### config.mk
export PLATFORM = sky130hd
export DESIGN_NAME = alu_cmd_sequencer_flat
export DESIGN_NICKNAME = d
export VERILOG_FILES = /design/src/rtl/alu_cmd_sequencer_pkg.sv /design/src/rtl/alu_cmd_sequencer_if.sv /design/src/rtl/alu_cmd_sequencer_cond_eval.sv /design/src/rtl/alu_cmd_sequencer.sv /design/src/flat_wrapper.sv
export SDC_FILE = /design/constraint.sdc
export NUM_CORES = 1
export LEC_CHECK = 0
export CORE_UTILIZATION = 50
export CTS_CLUSTER_SIZE = 10
export DETAILED_ROUTE_END_ITERATION = 16
export GPL_TIMING_DRIVEN = 0
export PLACE_DENSITY = 0.9
export REMOVE_ABC_BUFFERS = 1
export SYNTH_ARGS = -nofsm -noshare
export SYNTH_HDL_FRONTEND = slang
export SYNTH_SLANG_ARGS = --single-unit
### constraint.sdc
create_clock -name seq_clk -period 5.3 [get_ports seq_clk]
set_input_delay 1.06 -clock seq_clk [delete_from_list [all_inputs] [get_ports seq_clk]]
set_output_delay 1.06 -clock seq_clk [all_outputs]
set_load 0.05 [all_outputs]
### src/rtl/alu_cmd_sequencer_pkg.sv
// Shared definitions for the ALU command sequencer: ALU control codes,
// command/condition/state encodings, flag bit positions and code helpers.
package alu_seq_pkg;

  // ALU control codes understood by the clocked ALU
  localparam logic [5:0] ALU_ADD      = 6'd0;
  localparam logic [5:0] ALU_SUB      = 6'd1;
  localparam logic [5:0] ALU_PASS1    = 6'd2;
  localparam logic [5:0] ALU_PASS2    = 6'd3;
  localparam logic [5:0] ALU_NOT1     = 6'd4;
  localparam logic [5:0] ALU_NOT2     = 6'd5;
  localparam logic [5:0] ALU_NEG1     = 6'd6;
  localparam logic [5:0] ALU_NEG2     = 6'd7;
  localparam logic [5:0] ALU_AND      = 6'd8;
  localparam logic [5:0] ALU_OR       = 6'd9;
  localparam logic [5:0] ALU_XOR      = 6'd10;
  localparam logic [5:0] ALU_NAND     = 6'd11;
  localparam logic [5:0] ALU_NOR      = 6'd12;
  localparam logic [5:0] ALU_XNOR     = 6'd13;
  localparam logic [5:0] ALU_ADC      = 6'd14;
  localparam logic [5:0] ALU_SBC      = 6'd15;
  localparam logic [5:0] ALU_SHL1     = 6'd16;
  localparam logic [5:0] ALU_SHL2     = 6'd17;
  localparam logic [5:0] ALU_SHR1     = 6'd18;
  localparam logic [5:0] ALU_SHR2     = 6'd19;
  localparam logic [5:0] ALU_ROL1     = 6'd20;
  localparam logic [5:0] ALU_ROL2     = 6'd21;
  localparam logic [5:0] ALU_ROR1     = 6'd22;
  localparam logic [5:0] ALU_ROR2     = 6'd23;
  localparam logic [5:0] ALU_MAX_CODE = 6'd23;

  // Flag bit positions inside {V,Z,C,N}
  localparam int FLAG_V = 3;
  localparam int FLAG_Z = 2;
  localparam int FLAG_C = 1;
  localparam int FLAG_N = 0;

  typedef enum logic [1:0] {
    OP_SINGLE = 2'd0,
    OP_REPEAT = 2'd1,
    OP_CMP    = 2'd2,
    OP_RSVD   = 2'd3
  } cmd_op_e;

  typedef enum logic [3:0] {
    COND_EQ = 4'd0,  COND_NE = 4'd1,  COND_CS = 4'd2,  COND_CC = 4'd3,
    COND_MI = 4'd4,  COND_PL = 4'd5,  COND_VS = 4'd6,  COND_VC = 4'd7,
    COND_HI = 4'd8,  COND_LS = 4'd9,  COND_GE = 4'd10, COND_LT = 4'd11,
    COND_GT = 4'd12, COND_LE = 4'd13, COND_AL = 4'd14, COND_NV = 4'd15
  } cond_e;

  typedef enum logic [1:0] {
    ST_IDLE  = 2'd0,
    ST_ISSUE = 2'd1,
    ST_WAIT  = 2'd2,
    ST_RESP  = 2'd3
  } state_e;

  // Unary operations on in_1 are the only ones that may be iterated
  function automatic logic is_unary_in1(input logic [5:0] code);
    case (code)
      ALU_NOT1, ALU_NEG1, ALU_SHL1, ALU_SHR1, ALU_ROL1, ALU_ROR1: return 1'b1;
      default: return 1'b0;
    endcase
  endfunction

endpackage

### src/rtl/alu_cmd_sequencer_if.sv
// Command and response handshake bundle between the decode/control unit
// (master) and the ALU command sequencer (slave).
interface alu_cmd_sequencer_if #(
  parameter int DATA_W = 32,
  parameter int CNT_W  = 5
);
  logic              cmd_valid;
  logic              cmd_ready;
  logic [1:0]        cmd_op;
  logic [5:0]        cmd_code;
  logic [CNT_W-1:0]  cmd_cnt;
  logic [3:0]        cmd_cond;
  logic [DATA_W-1:0] cmd_a;
  logic [DATA_W-1:0] cmd_b;
  logic              rsp_valid;
  logic              rsp_ready;
  logic [DATA_W-1:0] rsp_data;
  logic [3:0]        rsp_flags;
  logic              rsp_cond_true;
  logic              rsp_err;

  modport master (
    output cmd_valid, cmd_op, cmd_code, cmd_cnt, cmd_cond, cmd_a, cmd_b, rsp_ready,
    input  cmd_ready, rsp_valid, rsp_data, rsp_flags, rsp_cond_true, rsp_err
  );

  modport slave (
    input  cmd_valid, cmd_op, cmd_code, cmd_cnt, cmd_cond, cmd_a, cmd_b, rsp_ready,
    output cmd_ready, rsp_valid, rsp_data, rsp_flags, rsp_cond_true, rsp_err
  );
endinterface

### src/rtl/alu_cmd_sequencer_cond_eval.sv
// ARM-style condition code evaluation on a {V,Z,C,N} flag vector.
module alu_cond_eval
  import alu_seq_pkg::*;
(
  input  logic [3:0] flags,
  input  logic [3:0] cond,
  output logic       cond_true
);

  logic v_s, z_s, c_s, n_s;

  assign v_s = flags[FLAG_V];
  assign z_s = flags[FLAG_Z];
  assign c_s = flags[FLAG_C];
  assign n_s = flags[FLAG_N];

  // Decode the condition against the flags
  always_comb begin
    cond_true = 1'b0;
    case (cond_e'(cond))
      COND_EQ: cond_true = z_s;
      COND_NE: cond_true = ~z_s;
      COND_CS: cond_true = c_s;
      COND_CC: cond_true = ~c_s;
      COND_MI: cond_true = n_s;
      COND_PL: cond_true = ~n_s;
      COND_VS: cond_true = v_s;
      COND_VC: cond_true = ~v_s;
      COND_HI: cond_true = c_s & ~z_s;
      COND_LS: cond_true = ~c_s | z_s;
      COND_GE: cond_true = (n_s == v_s);
      COND_LT: cond_true = (n_s != v_s);
      COND_GT: cond_true = ~z_s & (n_s == v_s);
      COND_LE: cond_true = z_s | (n_s != v_s);
      COND_AL: cond_true = 1'b1;
      COND_NV: cond_true = 1'b0;
      default: cond_true = 1'b0;
    endcase
  end

endmodule

### src/rtl/alu_cmd_sequencer.sv
// Initiator for the clocked ALU: accepts commands, issues single or iterated
// ALU operations, tracks the flag register and returns result, flags and the
// evaluated condition through a response handshake. All outputs are registered.
module alu_cmd_sequencer
  import alu_seq_pkg::*;
#(
  parameter int         DATA_W    = 32,
  parameter int         CNT_W     = 5,
  parameter logic [5:0] IDLE_CODE = 6'd2
) (
  input  logic              seq_clk,
  input  logic              seq_rst_n,
  alu_cmd_sequencer_if.slave bus,
  output logic [5:0]        alu_ctrl,
  output logic [DATA_W-1:0] alu_in_1,
  output logic [DATA_W-1:0] alu_in_2,
  input  logic [DATA_W-1:0] alu_rslt,
  input  logic [3:0]        alu_checks
);

  state_e            state_q, state_d;
  cmd_op_e           op_q, op_d, cmd_op_s;
  logic [5:0]        code_q, code_d;
  logic [CNT_W-1:0]  cnt_q, cnt_d;
  logic [3:0]        cond_q, cond_d;
  logic [DATA_W-1:0] a_q, a_d;
  logic [DATA_W-1:0] b_q, b_d;
  logic [DATA_W-1:0] work_a_q, work_a_d;
  logic [3:0]        flags_q, flags_d;
  logic              err_q, err_d;
  logic              cmd_ready_q, cmd_ready_d;
  logic              rsp_valid_q, rsp_valid_d;
  logic [DATA_W-1:0] rsp_data_q, rsp_data_d;
  logic              rsp_cond_true_q, rsp_cond_true_d;
  logic [5:0]        alu_ctrl_q, alu_ctrl_d;
  logic [DATA_W-1:0] alu_in_1_q, alu_in_1_d;
  logic [DATA_W-1:0] alu_in_2_q, alu_in_2_d;
  logic              illegal_s;
  logic              cond_true_s;

  alu_cond_eval u_cond_eval (
    .flags     (flags_q),
    .cond      (cond_q),
    .cond_true (cond_true_s)
  );

  // Classify the incoming command as legal or illegal
  always_comb begin
    cmd_op_s  = cmd_op_e'(bus.cmd_op);
    illegal_s = 1'b0;
    case (cmd_op_s)
      OP_SINGLE: illegal_s = (bus.cmd_code > ALU_MAX_CODE);
      OP_REPEAT: illegal_s = (bus.cmd_code > ALU_MAX_CODE) || !is_unary_in1(bus.cmd_code);
      OP_CMP:    illegal_s = 1'b0;
      default:   illegal_s = 1'b1;
    endcase
  end

  // Next-state, datapath and registered-output computation
  always_comb begin
    state_d         = state_q;
    op_d            = op_q;
    code_d          = code_q;
    cnt_d           = cnt_q;
    cond_d          = cond_q;
    a_d             = a_q;
    b_d             = b_q;
    work_a_d        = work_a_q;
    flags_d         = flags_q;
    err_d           = err_q;
    rsp_valid_d     = rsp_valid_q;
    rsp_data_d      = rsp_data_q;
    rsp_cond_true_d = rsp_cond_true_q;

    case (state_q)
      ST_IDLE: begin
        if (bus.cmd_valid && cmd_ready_q) begin
          op_d     = cmd_op_s;
          code_d   = bus.cmd_code;
          cond_d   = bus.cmd_cond;
          a_d      = bus.cmd_a;
          b_d      = bus.cmd_b;
          work_a_d = bus.cmd_a;
          if (cmd_op_s == OP_REPEAT) begin
            cnt_d = bus.cmd_cnt;
          end else begin
            cnt_d = CNT_W'(1'b1);
          end
          if (illegal_s) begin
            err_d   = 1'b1;
            state_d = ST_RESP;
          end else if ((cmd_op_s == OP_REPEAT) && (bus.cmd_cnt == {CNT_W{1'b0}})) begin
            // Zero iterations: answer with the untouched operand
            err_d   = 1'b0;
            state_d = ST_RESP;
          end else begin
            err_d   = 1'b0;
            state_d = ST_ISSUE;
          end
        end else begin
          state_d = ST_IDLE;
        end
      end
      ST_ISSUE: begin
        state_d = ST_WAIT;
      end
      ST_WAIT: begin
        // ALU result from the ISSUE cycle is visible now
        work_a_d = alu_rslt;
        flags_d  = alu_checks;
        cnt_d    = cnt_q - CNT_W'(1'b1);
        if ((op_q == OP_REPEAT) && (cnt_q > CNT_W'(1'b1))) begin
          state_d = ST_ISSUE;
        end else begin
          state_d = ST_RESP;
        end
      end
      ST_RESP: begin
        if (!rsp_valid_q) begin
          // First RESP cycle registers the response from the final flags
          rsp_valid_d = 1'b1;
          if (err_q) begin
            rsp_data_d      = {DATA_W{1'b0}};
            rsp_cond_true_d = 1'b0;
          end else if (op_q == OP_CMP) begin
            rsp_data_d      = a_q;
            rsp_cond_true_d = cond_true_s;
          end else begin
            rsp_data_d      = work_a_q;
            rsp_cond_true_d = cond_true_s;
          end
        end else if (bus.rsp_ready) begin
          rsp_valid_d = 1'b0;
          state_d     = ST_IDLE;
        end else begin
          state_d = ST_RESP;
        end
      end
      default: begin
        state_d = ST_IDLE;
      end
    endcase

    cmd_ready_d = (state_d == ST_IDLE);

    if ((state_d == ST_ISSUE) || (state_d == ST_WAIT)) begin
      alu_ctrl_d = (op_d == OP_CMP) ? ALU_SUB : code_d;
      alu_in_1_d = work_a_d;
      alu_in_2_d = b_d;
    end else begin
      alu_ctrl_d = IDLE_CODE;
      alu_in_1_d = {DATA_W{1'b0}};
      alu_in_2_d = {DATA_W{1'b0}};
    end
  end

  // State and output registers with asynchronous reset
  always_ff @(posedge seq_clk or negedge seq_rst_n) begin
    if (!seq_rst_n) begin
      state_q         <= ST_IDLE;
      op_q            <= OP_SINGLE;
      code_q          <= 6'd0;
      cnt_q           <= {CNT_W{1'b0}};
      cond_q          <= 4'd0;
      a_q             <= {DATA_W{1'b0}};
      b_q             <= {DATA_W{1'b0}};
      work_a_q        <= {DATA_W{1'b0}};
      flags_q         <= 4'd0;
      err_q           <= 1'b0;
      cmd_ready_q     <= 1'b0;
      rsp_valid_q     <= 1'b0;
      rsp_data_q      <= {DATA_W{1'b0}};
      rsp_cond_true_q <= 1'b0;
      alu_ctrl_q      <= IDLE_CODE;
      alu_in_1_q      <= {DATA_W{1'b0}};
      alu_in_2_q      <= {DATA_W{1'b0}};
    end else begin
      state_q         <= state_d;
      op_q            <= op_d;
      code_q          <= code_d;
      cnt_q           <= cnt_d;
      cond_q          <= cond_d;
      a_q             <= a_d;
      b_q             <= b_d;
      work_a_q        <= work_a_d;
      flags_q         <= flags_d;
      err_q           <= err_d;
      cmd_ready_q     <= cmd_ready_d;
      rsp_valid_q     <= rsp_valid_d;
      rsp_data_q      <= rsp_data_d;
      rsp_cond_true_q <= rsp_cond_true_d;
      alu_ctrl_q      <= alu_ctrl_d;
      alu_in_1_q      <= alu_in_1_d;
      alu_in_2_q      <= alu_in_2_d;
    end
  end

  assign bus.cmd_ready     = cmd_ready_q;
  assign bus.rsp_valid     = rsp_valid_q;
  assign bus.rsp_data      = rsp_data_q;
  assign bus.rsp_flags     = flags_q;
  assign bus.rsp_cond_true = rsp_cond_true_q;
  assign bus.rsp_err       = err_q;
  assign alu_ctrl          = alu_ctrl_q;
  assign alu_in_1          = alu_in_1_q;
  assign alu_in_2          = alu_in_2_q;

endmodule

### src/flat_wrapper.sv
// flat-port wrapper written by rule: the top's interface ports become plain ports
module alu_cmd_sequencer_flat import alu_seq_pkg::*;
#(
  parameter int         DATA_W    = 32,
  parameter int         CNT_W     = 5,
  parameter logic [5:0] IDLE_CODE = 6'd2
)
  (seq_clk, seq_rst_n, alu_ctrl, alu_in_1, alu_in_2, alu_rslt, alu_checks, bus_cmd_valid, bus_cmd_op, bus_cmd_code, bus_cmd_cnt, bus_cmd_cond, bus_cmd_a, bus_cmd_b, bus_rsp_ready, bus_cmd_ready, bus_rsp_valid, bus_rsp_data, bus_rsp_flags, bus_rsp_cond_true, bus_rsp_err);
  alu_cmd_sequencer_if #(.DATA_W(DATA_W), .CNT_W(CNT_W)) bus_i ();
  input  logic seq_clk;
  input  logic seq_rst_n;
  output logic [5:0] alu_ctrl;
  output logic [DATA_W-1:0] alu_in_1;
  output logic [DATA_W-1:0] alu_in_2;
  input  logic [DATA_W-1:0] alu_rslt;
  input  logic [3:0] alu_checks;
  input wire logic [$bits(bus_i.cmd_valid)-1:0] bus_cmd_valid;
  input wire logic [$bits(bus_i.cmd_op)-1:0] bus_cmd_op;
  input wire logic [$bits(bus_i.cmd_code)-1:0] bus_cmd_code;
  input wire logic [$bits(bus_i.cmd_cnt)-1:0] bus_cmd_cnt;
  input wire logic [$bits(bus_i.cmd_cond)-1:0] bus_cmd_cond;
  input wire logic [$bits(bus_i.cmd_a)-1:0] bus_cmd_a;
  input wire logic [$bits(bus_i.cmd_b)-1:0] bus_cmd_b;
  input wire logic [$bits(bus_i.rsp_ready)-1:0] bus_rsp_ready;
  output wire logic [$bits(bus_i.cmd_ready)-1:0] bus_cmd_ready;
  output wire logic [$bits(bus_i.rsp_valid)-1:0] bus_rsp_valid;
  output wire logic [$bits(bus_i.rsp_data)-1:0] bus_rsp_data;
  output wire logic [$bits(bus_i.rsp_flags)-1:0] bus_rsp_flags;
  output wire logic [$bits(bus_i.rsp_cond_true)-1:0] bus_rsp_cond_true;
  output wire logic [$bits(bus_i.rsp_err)-1:0] bus_rsp_err;
  assign bus_i.cmd_valid = bus_cmd_valid;
  assign bus_i.cmd_op = bus_cmd_op;
  assign bus_i.cmd_code = bus_cmd_code;
  assign bus_i.cmd_cnt = bus_cmd_cnt;
  assign bus_i.cmd_cond = bus_cmd_cond;
  assign bus_i.cmd_a = bus_cmd_a;
  assign bus_i.cmd_b = bus_cmd_b;
  assign bus_i.rsp_ready = bus_rsp_ready;
  assign bus_cmd_ready = bus_i.cmd_ready;
  assign bus_rsp_valid = bus_i.rsp_valid;
  assign bus_rsp_data = bus_i.rsp_data;
  assign bus_rsp_flags = bus_i.rsp_flags;
  assign bus_rsp_cond_true = bus_i.rsp_cond_true;
  assign bus_rsp_err = bus_i.rsp_err;
  alu_cmd_sequencer #(.DATA_W(DATA_W), .CNT_W(CNT_W), .IDLE_CODE(IDLE_CODE)) u_core (.seq_clk(seq_clk), .seq_rst_n(seq_rst_n), .bus(bus_i), .alu_ctrl(alu_ctrl), .alu_in_1(alu_in_1), .alu_in_2(alu_in_2), .alu_rslt(alu_rslt), .alu_checks(alu_checks));
endmodule
==> metrics.md, run 1 <==
| Metric | Value |
|---|---|
| Avg WL per Cell | 18.13 um |
| P&R area growth vs syn | 36.99% |
| Worst slew pin tran | 1.014 ns |
| Xor and xnor area share after synthesis | 0.2991% |
| EDFF count, synth | 0 |
| Total GRT Usage | 24.35% |
| Pwr Total | 0.007956 W |
| Clock tree buffer depth | 3 |
| Syn Std Cell Area | 0.008783 sq mm |
| Die Y | 134.5 um |
| Seq cells post-synth | 225 |
| Static leakage | 5.630 nW |
| Tcrit/Tclk final | 83.72% |
| DP Wirelength | 14450 um |
| RSZ-0062 raised after global routing | no |
| Final Critical Period | 4.437 ns |
| DRC violations left | 0 |
| Die W | 134.5 um |
| CTS tree | yes |
| Via count | 6629 |
| Post-synth top flop | dfrtp_1 |
| RD Place Congestion | 0.8205 |
| Clk_skew | 0.01262 ns |
| CTS H-tree depth | 1 |
| Reg area | 0.005632 sq mm |
| Ys Warns | 0 |
| IO buf count | 230 |
| Row count | 48 |
| Area occupied by multi-input gates | 0.002745 sq mm |
| R2R depth | 8 |
| Asr flop ratio synth | 100.0% |
| Slew headroom | 32.04% |
| Die area | 0.01810 sq mm |
| Multiplexer share of the synthesized area | 8.974% |
| Crit path launch type | primary input |
| Via-to-Cell Ratio | 5.479 |
| Clk sink count | 225 |
| Worst Hold Class | reg -> reg |
| Global-route wire length before repair | 34410 um |
| GRT overflow | 0 |
| Hold depth | 2 |
| Seq/Total Area, Yosys | 64.12% |
| Clk slew on worst S/H paths | 0.05 ns |
| Iteration-0 DRC Markers | 556 |
| Initial antenna violation count | 0 |
| Io pins | 231 |
| Max Slew Vio Count | 0 |
| PnR worst setup slack | 0.8628 ns |
| Largest family of logic cells by synthesized area | simple AND/OR/NAND/NOR gates |
| Setup_tns | 0 ns |
| Root buffer cell | clkbuf_16 |
| Max Cap Viol | 0 |
| DP Worst Slack | -0.01726 ns |
| Post-Syn Instances | 753 |
| Outcome | finished, final reports clean |
| Clock latency on the worst-skew pair | 0.52 ns |
| Setup bufs post-CTS | 0 |
| Hold_buf cts | 0 |
| Power Density | 661.2 mW/mm^2 |
| Post_cts resized | 0 |
| Synthesized area per cell | 11.66 sq um |
| Net count, final | 1100 |
| Total CTS buffers | 26 |
| Final hold vios | 0 |
| Critical Path RT | 5.73 ns |
| Initial core utilization | 50.96% |
| Fin util | 69.81% |
| CP Class | in -> reg |
| Adder-Cell Fraction of Synth Area | 0.4274% |
| Final setup fails | 0 |
| Critical path data arrival time | 4.87 ns |
| Critical Path End Type | flip-flop |
| Vias in the first global route | 6798 |
| Filler cells | 1201 |
| Post-route ant nets | 0 |
| Antenna Cells | 0 |
| DRT Pass-1 Iters | 5 |
| Share of layout cells above drive strength 1 | 8.832% |
| Core Box Area | 0.01724 sq mm |
| Count of different cell masters after synthesis | 46 |
| Pin count of the biggest net entering global routing | 116 |
| WL final | 21940 um |
| Simple-Gate Fraction of Synth Area | 13.42% |
| CP max FO | 39 |
| F_max | 225.4 MHz |
| Synth Area in Compound Gates | 7.735% |
| Worst VDD drop | 0.4617 mV |
[stage by stage]
step	hold WS (ns)	area (sq um)	instances
after floorplan	0.4403	8484	706
after global placement	0.4525	11070	1161
after detailed placement	0.4625	11300	1172
after CTS	0.4762	12010	1209
after global routing	0.4947	12030	1210
final	0.4713	12030	1210
[registers in the layout (all words and copies together) (netlist names)]
| name | cells |
|---|---|
| u_core.a_q | 32 |
| u_core.alu_in_1 | 32 |
| u_core.alu_in_2 | 32 |
| u_core.b_q | 32 |
| u_core.bus.rsp_data | 32 |
| u_core.work_a_q | 32 |
| u_core.alu_ctrl | 6 |
| u_core.code_q | 6 |
| u_core.cnt_q | 5 |
| u_core.bus.rsp_flags | 4 |
| u_core.cond_q | 4 |
| u_core.op_q | 2 |
| u_core.state_q | 2 |
| u_core.bus.cmd_ready | 1 |
| u_core.bus.rsp_cond_true | 1 |
| u_core.bus.rsp_err | 1 |
| u_core.bus.rsp_valid | 1 |
[final timing paths]
path / start / endpoint / slack (ns)
max: bus_cmd_valid / u_core.alu_in_1[14]$_DFF_PN0_ / 0.86
min: u_core.a_q[6]$_DFFE_PN0P_ / u_core.a_q[6]$_DFFE_PN0P_ / 0.47
max reg2reg: u_core.state_q[0]$_DFF_PN0_ / u_core.alu_in_1[14]$_DFF_PN0_ / 1.33
min reg2reg: u_core.a_q[6]$_DFFE_PN0P_ / u_core.a_q[6]$_DFFE_PN0P_ / 0.47
max in group asynchronous: seq_rst_n / u_core.work_a_q[12]$_DFF_PN0_ / 3.66
min in group asynchronous: seq_rst_n / u_core.bus.rsp_data[23]$_DFFE_PN0P_ / 0.59
[critical path: stages]
cell and delay (ns):
clkdlybuf4s50_1 0.52, nor4bb_4 0.72, buf_6 0.29, o31ai_1 0.12, o211a_1 0.13, ha_1 0.91
inv_1 0.59, buf_16 0.33, nor2_1 0.16
[layer usage]
layer	track usage, %	routed length (um)
met3	8.446	2292
met2	40.88	10820
met1	29.18	8356
met4	8.614	464
met5	0	0
[placed cells by master, fill, tap and decap left out, types with 3 or more instances in the layout]
cell type,count
clkdlybuf4s50_1,229
nor3_1,3
dfrtp_1,224
and3_1,5
ha_1,3
mux2i_1,36
and2_1,32
nand2_1,169
xnor2_1,3
a222oi_1,33
buf_8,3
o21ai_0,38
o211ai_1,3
nor2b_1,4
inv_1,38
nor2_1,41
buf_6,5
mux2_2,38
clkbuf_16,26
buf_16,4
clkbuf_1,9
a21oi_1,5
[report_power, final]
part           switching, W  total, W  internal [W]
clock              0.000636   0.00152      0.000889
sequential         0.000366   0.00281       0.00244
combinational       0.00228   0.00362       0.00135
[final cells by class]
cell class | count | area share, %
repair buffers | 242 | 20.97
well taps | 225 | 2.340
flip-flops and latches | 225 | 46.80
clock inverters | 2 | 0.1976
clock buffers | 35 | 5.688
inverters | 38 | 1.185
multi-input cells | 443 | 22.81
[synth_stat cells (all sizes together) (2+ instances only)]
cell type  count  area share, %
buf           23            2.4
a21oi          5           0.28
nand2        169            7.2
nor2b          6           0.43
and2          32            2.3
o21ai         38            2.2
a222oi        33            3.8
xnor2          3           0.30
o211ai         3           0.26
clkbuf        24            1.0
nand3          3           0.17
nor2          41            1.8
or2            2           0.14
dfrtp        224             64
mux2          38            4.9
inv           38            1.6
mux2i         36            4.1
nand2b         2           0.14
a311oi         2           0.20
and3           5           0.36
nor3           3           0.17
ha             3           0.43
[kinds of logic (layout without fill, tap and decap cells)]
group,count (synthesis),in the layout
adder cells (fa/ha/maj),3,3
multiplexers,74,74
XOR/XNOR,3,3
flip-flops,225,225
buffers and inverters,85,317
AO/OA/AOI/OAI,92,92
AND/OR/NAND/NOR,271,271
Power figures use the tool's default switching activity.
==> run 2: changes to the inputs <==
- CORE_UTILIZATION: 50 -> 44
- PLACE_DENSITY: 0.9 -> 0.84
- clock period: 5.3 -> 3.7 ns (I/O delays scaled with it)
==> run 2 against run 1 <==
Against the previous run:
- clock power grew 43%
- sequential share of layout area shrank 0.40 points
- sequential cell count is the same
- critical path depth grew 1
- non-clock buffer count grew 6
- first-iteration DRC count shrank 31%
- via count shrank 1.6%
- power grew 45%
- highest routed layer unchanged
- count of clock-buffer cells in the layout shrank 4
- register-to-register slack lost 0.74 ns
- critical endpoint is now u_core.alu_in_1[23]$_DFF_PN0_
- core utilization shrank 7.7 points
==> metrics.md, run 2 (synthesized netlist as in run 1, its figures left out) <==
| Metric | Value |
|---|---|
| Outcome | finished, final reports clean |
| Final Critical Period | 3.358 ns |
| Final setup fails | 0 |
| Clk slew on worst S/H paths | 0.05 ns |
| CTS H-tree depth | 1 |
| DP Wirelength | 14280 um |
| Share of layout cells above drive strength 1 | 9.736% |
| Die area | 0.02053 sq mm |
| Io pins | 231 |
| Most frequent cells in the layout | clkdlybuf4s50_1, dfrtp_1, nand2_1 |
| DP Worst Slack | -1.297 ns |
| Initial antenna violation count | 0 |
| Total CTS buffers | 26 |
| Critical Path End Type | flip-flop |
| Hold_buf cts | 0 |
| Worst VDD drop | 0.6102 mV |
| Max Slew Vio Count | 0 |
| CP max FO | 41 |
| Area occupied by multi-input gates | 0.002748 sq mm |
| Filler cells | 1541 |
| Iteration-0 DRC Markers | 385 |
| Clock latency on the worst-skew pair | 0.51 ns |
| Post-placement cell area | 0.01135 sq mm |
| WL final | 22310 um |
| Net count, final | 1107 |
| Grt peak-use layer | met2 |
| Worst slew pin tran | 0.9914 ns |
| Max Cap Viol | 0 |
| Static leakage | 5.658 nW |
| Core Box Area | 0.01953 sq mm |
| IO buf count | 230 |
| GRT overflow | 0 |
| Via count | 6523 |
| CTS tree | yes |
| Critical Path RT | 4.13 ns |
| Post-route ant nets | 0 |
| GR Util met3 | 8.131% |
| Vias in the first global route | 6891 |
| Initial core utilization | 44.98% |
| P&R area growth vs syn | 38.18% |
| Final hold vios | 0 |
| Clk sink count | 225 |
| RSZ-0062 raised after global routing | no |
| F_max | 297.8 MHz |
| Clock tree buffer depth | 3 |
| Tcrit/Tclk final | 90.76% |
| Worst Hold Class | in -> async |
| Fin Hold WS | 0.2677 ns |
| CP Class | in -> reg |
| Die W | 143.3 um |
| GRT met1 Usage | 25.83% |
| Total GRT Usage | 22.20% |
| Via-to-Cell Ratio | 5.210 |
| Fin area | 0.01214 sq mm |
| Critical path data arrival time | 3.78 ns |
| Slew headroom | 33.91% |
| Reg area | 0.005632 sq mm |
| Root buffer cell | clkbuf_16 |
| Global-route wire length before repair | 35140 um |
| PnR worst setup slack | 0.3417 ns |
| Met2 GRT Util | 37.84% |
| Commonest non-fill, non-tap cell in the layout | clkdlybuf4s50_1 |
| Pin count of the biggest net entering global routing | 114 |
| Row count | 51 |
| Power Density | 952.1 mW/mm^2 |
| Die Y | 143.3 um |
| Crit path launch type | primary input |
| Avg WL per Cell | 17.82 um |
| DRC violations left | 0 |
| RD Place Congestion | 0.7598 |
| Clk_skew | 0.008742 ns |
| DRT Pass-1 Iters | 7 |
## run 2: changes by cell type in the layout (fill, tap and decap cells not counted), moves of 2 or more
cell      change
buf_4         +6
buf_6         -2
buf_8         +2
clkbuf_1      -6
## run 2: final timing paths
kind | from | to | slack [ns] | cells past startpoint
worst max register to register | u_core.state_q[1]$_DFF_PN0_ | u_core.alu_in_1[23]$_DFF_PN0_ | 0.59 | 9
min in group seq_clk | u_core.a_q[12]$_DFFE_PN0P_ | u_core.a_q[12]$_DFFE_PN0P_ | 0.47 | 2
max in group asynchronous | seq_rst_n | u_core.b_q[21]$_DFF_PN0_ | 2.39 | 2
worst max-delay path | bus_cmd_valid | u_core.alu_in_1[23]$_DFF_PN0_ | 0.34 | 10
worst min-delay path | seq_rst_n | u_core.bus.rsp_data[3]$_DFFE_PN0P_ | 0.27 | 1
worst min register to register | u_core.a_q[12]$_DFFE_PN0P_ | u_core.a_q[12]$_DFFE_PN0P_ | 0.47 | 2
## run 2: report_power, final
group / internal (W) / leakage, nW / total, W / switching, W
clock: 0.00130 / 0.343 / 0.00218 / 0.000882
sequential: 0.00350 / 2.90 / 0.00401 / 0.000512
combinational: 0.00200 / 2.42 / 0.00536 / 0.00336
total: 0.00680 / 5.66 / 0.0116 / 0.00476
## run 2: stage by stage
step | util (%) | std cells | power (W) | TNS [ns]
2_1_floorplan | - | 706 | 0.007316 | -1329.26
3_3_place_gp | 56.94 | 1201 | 0.009030 | -4141.11
3_5_place_dp | 58.15 | 1212 | 0.009144 | -39.46
4_1_cts | 62.07 | 1249 | 0.01167 | 0
5_1_grt | 62.14 | 1251 | 0.01221 | 0
6_report | 62.16 | 1252 | 0.01155 | 0
## run 2: metal layers
| layer | wire, um | up-vias |
|---|---|---|
| met1 | 8306 | 3180 |
| met4 | 631 | 0 |
| met5 | 0 | - |
| li1 | - | 2984 |
| met3 | 2595 | 50 |
| met2 | 10780 | 309 |
## run 2: cell type report
class,count,share of cell area (%)
Clock buffer,31,5.773
Tap cell,265,2.732
Multi-Input combinational cell,443,22.64
Inverter,38,1.206
Timing Repair Buffer,248,21.16
Sequential cell,225,46.40
Timing Repair inverter,1,0.06186
Antenna cell,1,0.02062
## run 2: what timing repair did
| action | 4_1_cts | 5_1_grt |
|---|---|---|
| setup buffers | 5 | 2 |
| gates resized for setup | 3 | 0 |
| gates cloned | 1 | 0 |
| endpoints found under the setup margin | 32 | 3 |
## run 2: worst max-delay path, stage by stage
cell	delay, ns
clkdlybuf4s50_1	0.54
a21oi_1	0.08
or2_2	0.65
nand2_1	0.22
inv_1	0.07
ha_2	0.79
clkinvlp_4	0.18
buf_4	0.23
buf_12	0.16
nor2_1	0.12
==> run 3: changes to the inputs <==
- SLEW_MARGIN: unset -> 20
==> run 3 against run 2 <==
Against the previous run:
- clock power up 5%
- critical path type unchanged
- combinational power down 4.3%
- non-clock buffer count down 2
- register-to-register slack worse by 0.12 ns
- fmax down 1.0%
- die area unchanged
- critical endpoint is now u_core.alu_in_1[5]$_DFF_PN0_
- count of clock-buffer cells in the layout up 6
- via count down 0.18%
- power down 1.1%
- sequential cell count unchanged
==> metrics.md, run 3 (synthesized netlist as in run 1, its figures left out) <==
| Metric | Value |
|---|---|
| IO buf count | 230 |
| Filler cells | 1562 |
| F_max | 294.7 MHz |
| CP cell instances | clkdlybuf4s50_1 > nor4bb_4 > buf_8 > o31ai_1 > o211a_1 > ha_2 > inv_2 > nor2_1 |
| Via-to-Cell Ratio | 5.188 |
| Row count | 51 |
| DRT Pass-1 Iters | 6 |
| Reg area | 0.005632 sq mm |
| Area occupied by multi-input gates | 0.002748 sq mm |
| Iteration-0 DRC Markers | 361 |
| Tcrit/Tclk final | 91.71% |
| Critical Path End Type | flip-flop |
| P&R area growth vs syn | 38.65% |
| Most frequent cells in the layout | clkdlybuf4s50_1, dfrtp_1, nand2_1 |
| Static leakage | 5.679 nW |
| Crit path launch type | primary input |
| RSZ-0062 raised after global routing | no |
| Fin area | 0.01218 sq mm |
| Max Cap Viol | 0 |
| CTS tree | yes |
| CP max FO | 39 |
| Total GRT Usage | 21.89% |
| GRT overflow | 0 |
| Worst VDD drop | 0.6029 mV |
| Worst slew pin tran | 0.9956 ns |
| Clk slew on worst S/H paths | 0.05 ns |
| Clock tree buffer depth | 3 |
| Avg WL per Cell | 17.58 um |
| Post-placement cell area | 0.01143 sq mm |
| Slew headroom | 33.27% |
| Outcome | finished, final reports clean |
| Io pins | 231 |
| Die area | 0.02053 sq mm |
| Global-route wire length before repair | 34730 um |
| Worst Hold Class | in -> async |
| Antenna Cells | 0 |
| Critical path data arrival time | 3.79 ns |
| Post-route ant nets | 0 |
| CTS H-tree depth | 1 |
| Commonest non-fill, non-tap cell in the layout | clkdlybuf4s50_1 |
| Die W | 143.3 um |
| Vias in the first global route | 6846 |
| Share of layout cells above drive strength 1 | 9.394% |
| Clock latency on the worst-skew pair | 0.51 ns |
| Pin count of the biggest net entering global routing | 103 |
| Net count, final | 1104 |
| Total CTS buffers | 26 |
| RD Place Congestion | 0.7598 |
| Core Box Area | 0.01953 sq mm |
| Worst path max stage delay | 0.69 ns |
| Die Y | 143.3 um |
| DP Wirelength | 14770 um |
| Critical Path RT | 4.10 ns |
| Power Density | 938.5 mW/mm^2 |
| WL final | 22060 um |
| Initial core utilization | 44.98% |
| CP Class | in -> reg |
| Final hold vios | 0 |
| Final Critical Period | 3.393 ns |
| Slowest stage cell on the critical path | ha_2 |
| Via count | 6511 |
| DRC violations left | 0 |
| Root buffer cell | clkbuf_16 |
| Max Slew Vio Count | 0 |
| Initial antenna violation count | 0 |
| Clk_skew | 0.01470 ns |
| Setup bufs post-CTS | 0 |
| Clk sink count | 225 |
| Fin Hold WS | 0.06982 ns |
| Final setup fails | 0 |
==> run 3: cell count changes in the layout (fill, tap and decap cells not counted), sizes merged <==
cell	change
clkinvlp	-2
diode	-1
buf	-2
clkbuf	+6
bufinv	+1
inv	+1
==> run 3: worst max-delay path: cells and delay by family <==
family                   cells  cell delay [ns]
AND/OR/NAND/NOR              2             0.87
AO/OA/AOI/OAI                2             0.22
buffers and inverters        3             1.23
adder cells (fa/ha/maj)      1             0.69
==> run 3: stage by stage <==
stage	total power [W]	std cells	setup TNS, ns	utilization (%)	setup slack [ns]
after CTS	0.01155	1255	0	62.37	0.3077
after floorplan	0.007316	706	-1329.26	-	-8.317
after detailed placement	0.009195	1217	-17.47	58.55	-0.6604
after global placement	0.009030	1201	-4141.11	56.94	-15.51
after global routing	0.01207	1255	0	62.37	0.09995
final	0.01143	1255	0	62.37	0.3069
==> run 3: path summary, 6_finish.rpt <==
check                                       startpoint  cells past startpoint  slack (ns)                      endpoint
hold / removal                               seq_rst_n                      1        0.07  u_core.work_a_q[3]$_DFF_PN0_
max in group asynchronous                    seq_rst_n                      2        2.86       u_core.b_q[8]$_DFF_PN0_
setup / recovery                         bus_cmd_valid                      8        0.31  u_core.alu_in_1[5]$_DFF_PN0_
hold reg to reg             u_core.code_q[0]$_DFF_PN0_                      2        0.47    u_core.code_q[0]$_DFF_PN0_
min in group seq_clk        u_core.code_q[0]$_DFF_PN0_                      2        0.47    u_core.code_q[0]$_DFF_PN0_
setup reg to reg           u_core.state_q[0]$_DFF_PN0_                      7        0.47  u_core.alu_in_1[5]$_DFF_PN0_
==> run 3: layout make-up <==
| cell class | instances | area share (%) |
|---|---|---|
| clock inverters | 1 | 0.2466 |
| well taps | 265 | 2.723 |
| multi-input cells | 443 | 22.56 |
| flip-flops and latches | 225 | 46.24 |
| clock buffers | 37 | 5.856 |
| repair buffers | 246 | 21.20 |
| inverters | 38 | 1.171 |
==> run 3: power by group <==
group | leakage, nW | internal [W] | switching, W
Combinational | 2.42 | 0.00189 | 0.00324
Sequential | 2.90 | 0.00350 | 0.000520
Clock | 0.359 | 0.00138 | 0.000897
Total | 5.68 | 0.00677 | 0.00466
==> run 3: timing repair <==
item | CTS | global route
hold buffers | 0 | 0
resized for setup | 1 | 0
endpoints found under the setup margin | 15 | 0
==> run 3: metal layers <==
layer  up-vias  wire (um)  global-route usage (%)
met3        37       2442                   8.131
met5         -          0                       0
met2       278      10770                   37.61
met4         0        408                   6.327
met1      3216       8439                   25.59
li1       2980          -                       -
==> patch, RTL diff (config.mk and constraints of run 3) <==
`CNT_W` is set to 5 in 3 places; all go to 6.
--- a/src/rtl/alu_cmd_sequencer_if.sv
+++ b/src/rtl/alu_cmd_sequencer_if.sv
@@ -4,3 +4,3 @@
   parameter int DATA_W = 32,
-  parameter int CNT_W  = 5
+  parameter int CNT_W  = 6
 );
--- a/src/rtl/alu_cmd_sequencer.sv
+++ b/src/rtl/alu_cmd_sequencer.sv
@@ -7,3 +7,3 @@
   parameter int         DATA_W    = 32,
-  parameter int         CNT_W     = 5,
+  parameter int         CNT_W     = 6,
   parameter logic [5:0] IDLE_CODE = 6'd2
--- a/src/flat_wrapper.sv
+++ b/src/flat_wrapper.sv
@@ -4,3 +4,3 @@
   parameter int         DATA_W    = 32,
-  parameter int         CNT_W     = 5,
+  parameter int         CNT_W     = 6,
   parameter logic [5:0] IDLE_CODE = 6'd2
Ports: changed (resized bus_cmd_cnt); port bits go from 231 to 232. No check against the original RTL was run, so the function may have changed too.
==> patch against run 3 <==
  * Setup slack improved by 240 ps
  * Critical path depth decreased by 2
  * Total power increased by 2.5%
  * Sequential cell count increased by 1
  * Cell area increased by 0.67%
  * Non-clock buffer count decreased by 1
  * Area after synthesis increased by 0.53%
  * Wire length increased by 5.0%
  * Hold slack improved by 63 ps
  * Largest cell class unchanged
==> patch: results (changes against run 3) <==
| Metric | Value |
|---|---|
| Detailed Route Iter0 Violations | 534 (+48%) |
| Outcome | complete, no violations |
| Fin nets | 1,172 (+6.2%) |
| Xor and xnor fraction of the mapped netlist area | 0.00298 (-0.0000157) |
| Reg2reg path depth | 5 (-2) |
| Fin Clk Skew | 8.14 ps (-6.56 ps) |
| I/O Buffers | 231 (+0.43%) |
| Largest net degree at the start of global routing | 105 (+1.9%) |
| Vias in the first global route | 7,245 (+5.8%) |
| Layout cells sized above 1 | 0.0552 (-0.0387) |
| Routability congestion estimate from global placement | 0.794 (+4.5%) |
| Sw frac | 0.414 (+0.00616) |
| Post-synthesis sequential area ratio | 0.641 (about the same) |
| Hpwl dp | 15.3 mm (+3.3%) |
| Synth area leaders | dfrtp_1, nand2_1, mux2i_1 |
| Lkg Pwr | 5.77 nW (+1.6%) |
| Max IR drop VDD | 0.724 mV (+20%) |
| Initial antenna violation count | 0 (unchanged) |
| Cts repair resizes | 0 (-1) |
| Final Hold Slack | 133 ps (+63.3 ps) |
| Postcts setup bufs | 0 (unchanged) |
| Met3 usage in global routing | 0.0720 (-0.00933) |
| Synth Area in Compound Gates | 0.0785 (+0.00115) |
| GRT Total Usage | 0.228 (+0.00933) |
| Post-synthesis mux area share | 0.0485 (-0.0413) |
| Top post-synthesis cells by count | nand2_1, dfrtp_1, o21ai_0 |
| Placed inst area | 11,600 um2 (+1.2%) |
| Slew margin rel. | 0.461 (+0.128) |
| Met1 usage | 0.264 (+0.00828) |
| Longest Clk Path Bufs | 3 (unchanged) |
| WL per Instance | 17.6 um (+0.20%) |
| Critical Path Source | bus_cmd_valid |
| Worst R2R Start | u_core.state_q[0] |
| First-pass GRT wire length | 36.5 mm (+5.0%) |
| Synth Area in Adders | 0.00425 (-0.0000224) |
| Met2 GRT Util | 0.404 (+0.0276) |
| Worst Path Max Fanout | 70 (+79%) |
| H-tree lvl count | 1 (unchanged) |
| Worst Setup EP | u_core.alu_in_1[4] |
| Vias | 6,873 (+5.6%) |
| R2r setup slk | 670 ps (+200 ps) |
| Yosys cell types | 42 (-8.7%) |
==> patch: cell types whose count changed in the layout (fill, tap and decap cells not counted), moves of 6 or more <==
| cell | change |
|---|---|
| a21oi_1 | +7 |
| clkbuf_1 | -6 |
| nand2_1 | +95 |
| nor2_1 | -30 |
| mux2_2 | -32 |
| nor2b_1 | +30 |
==> patch: layout make-up <==
type | count | area (um2) | area share
repair buffers | 245 | 2590 | 0.211
well taps | 265 | 332 | 0.0270
inverters | 37 | 139 | 0.0113
clock buffers | 31 | 691 | 0.0563
flip-flops and latches | 226 | 5660 | 0.461
multi-input cells | 511 | 2850 | 0.232
==> patch: metal layers <==
layer,up-vias,part of all wire
met1,3377,0.38
met4,0,0.021
met5,-,0
met3,45,0.095
li1,3149,-
met2,302,0.50
==> patch: stage by stage <==
stage / cells / total power, W / setup WS, ps / util
after global routing: 1315 / 0.0124 / 373 / 0.626
final: 1315 / 0.0117 / 549 / 0.626
after CTS: 1315 / 0.0118 / 561 / 0.626
after floorplan: 774 / 0.00754 / -900 / -
after detailed placement: 1284 / 0.00957 / 9.68 / 0.591
after global placement: 1270 / 0.00910 / -7360 / 0.574
==> patch: critical path, stage by stage <==
cell	delay [ps]
clkdlybuf4s50_1	570
nand4bb_4	630
a21oi_1	410
a221oi_1	140
ha_4	800
nor2b_1	250
==> patch: cell families after synthesis <==
logic type | Yosys count
buffers and inverters | 87
and+or+nand+nor | 366
adders and majority gates | 3
xor gates and xnor gates | 3
DFF | 226
muxes | 42
AOI/OAI and AO/OA | 97
==> patch: power by group through the flow <==
stage	combinational (W)	sequential [W]	clock, W
floorplan	0.00209	0.00545	0
global placement	0.00509	0.00401	0
detailed placement	0.00549	0.00408	0
CTS	0.00552	0.00405	0.00224
global route	0.00590	0.00416	0.00233
finish	0.00547	0.00405	0.00218
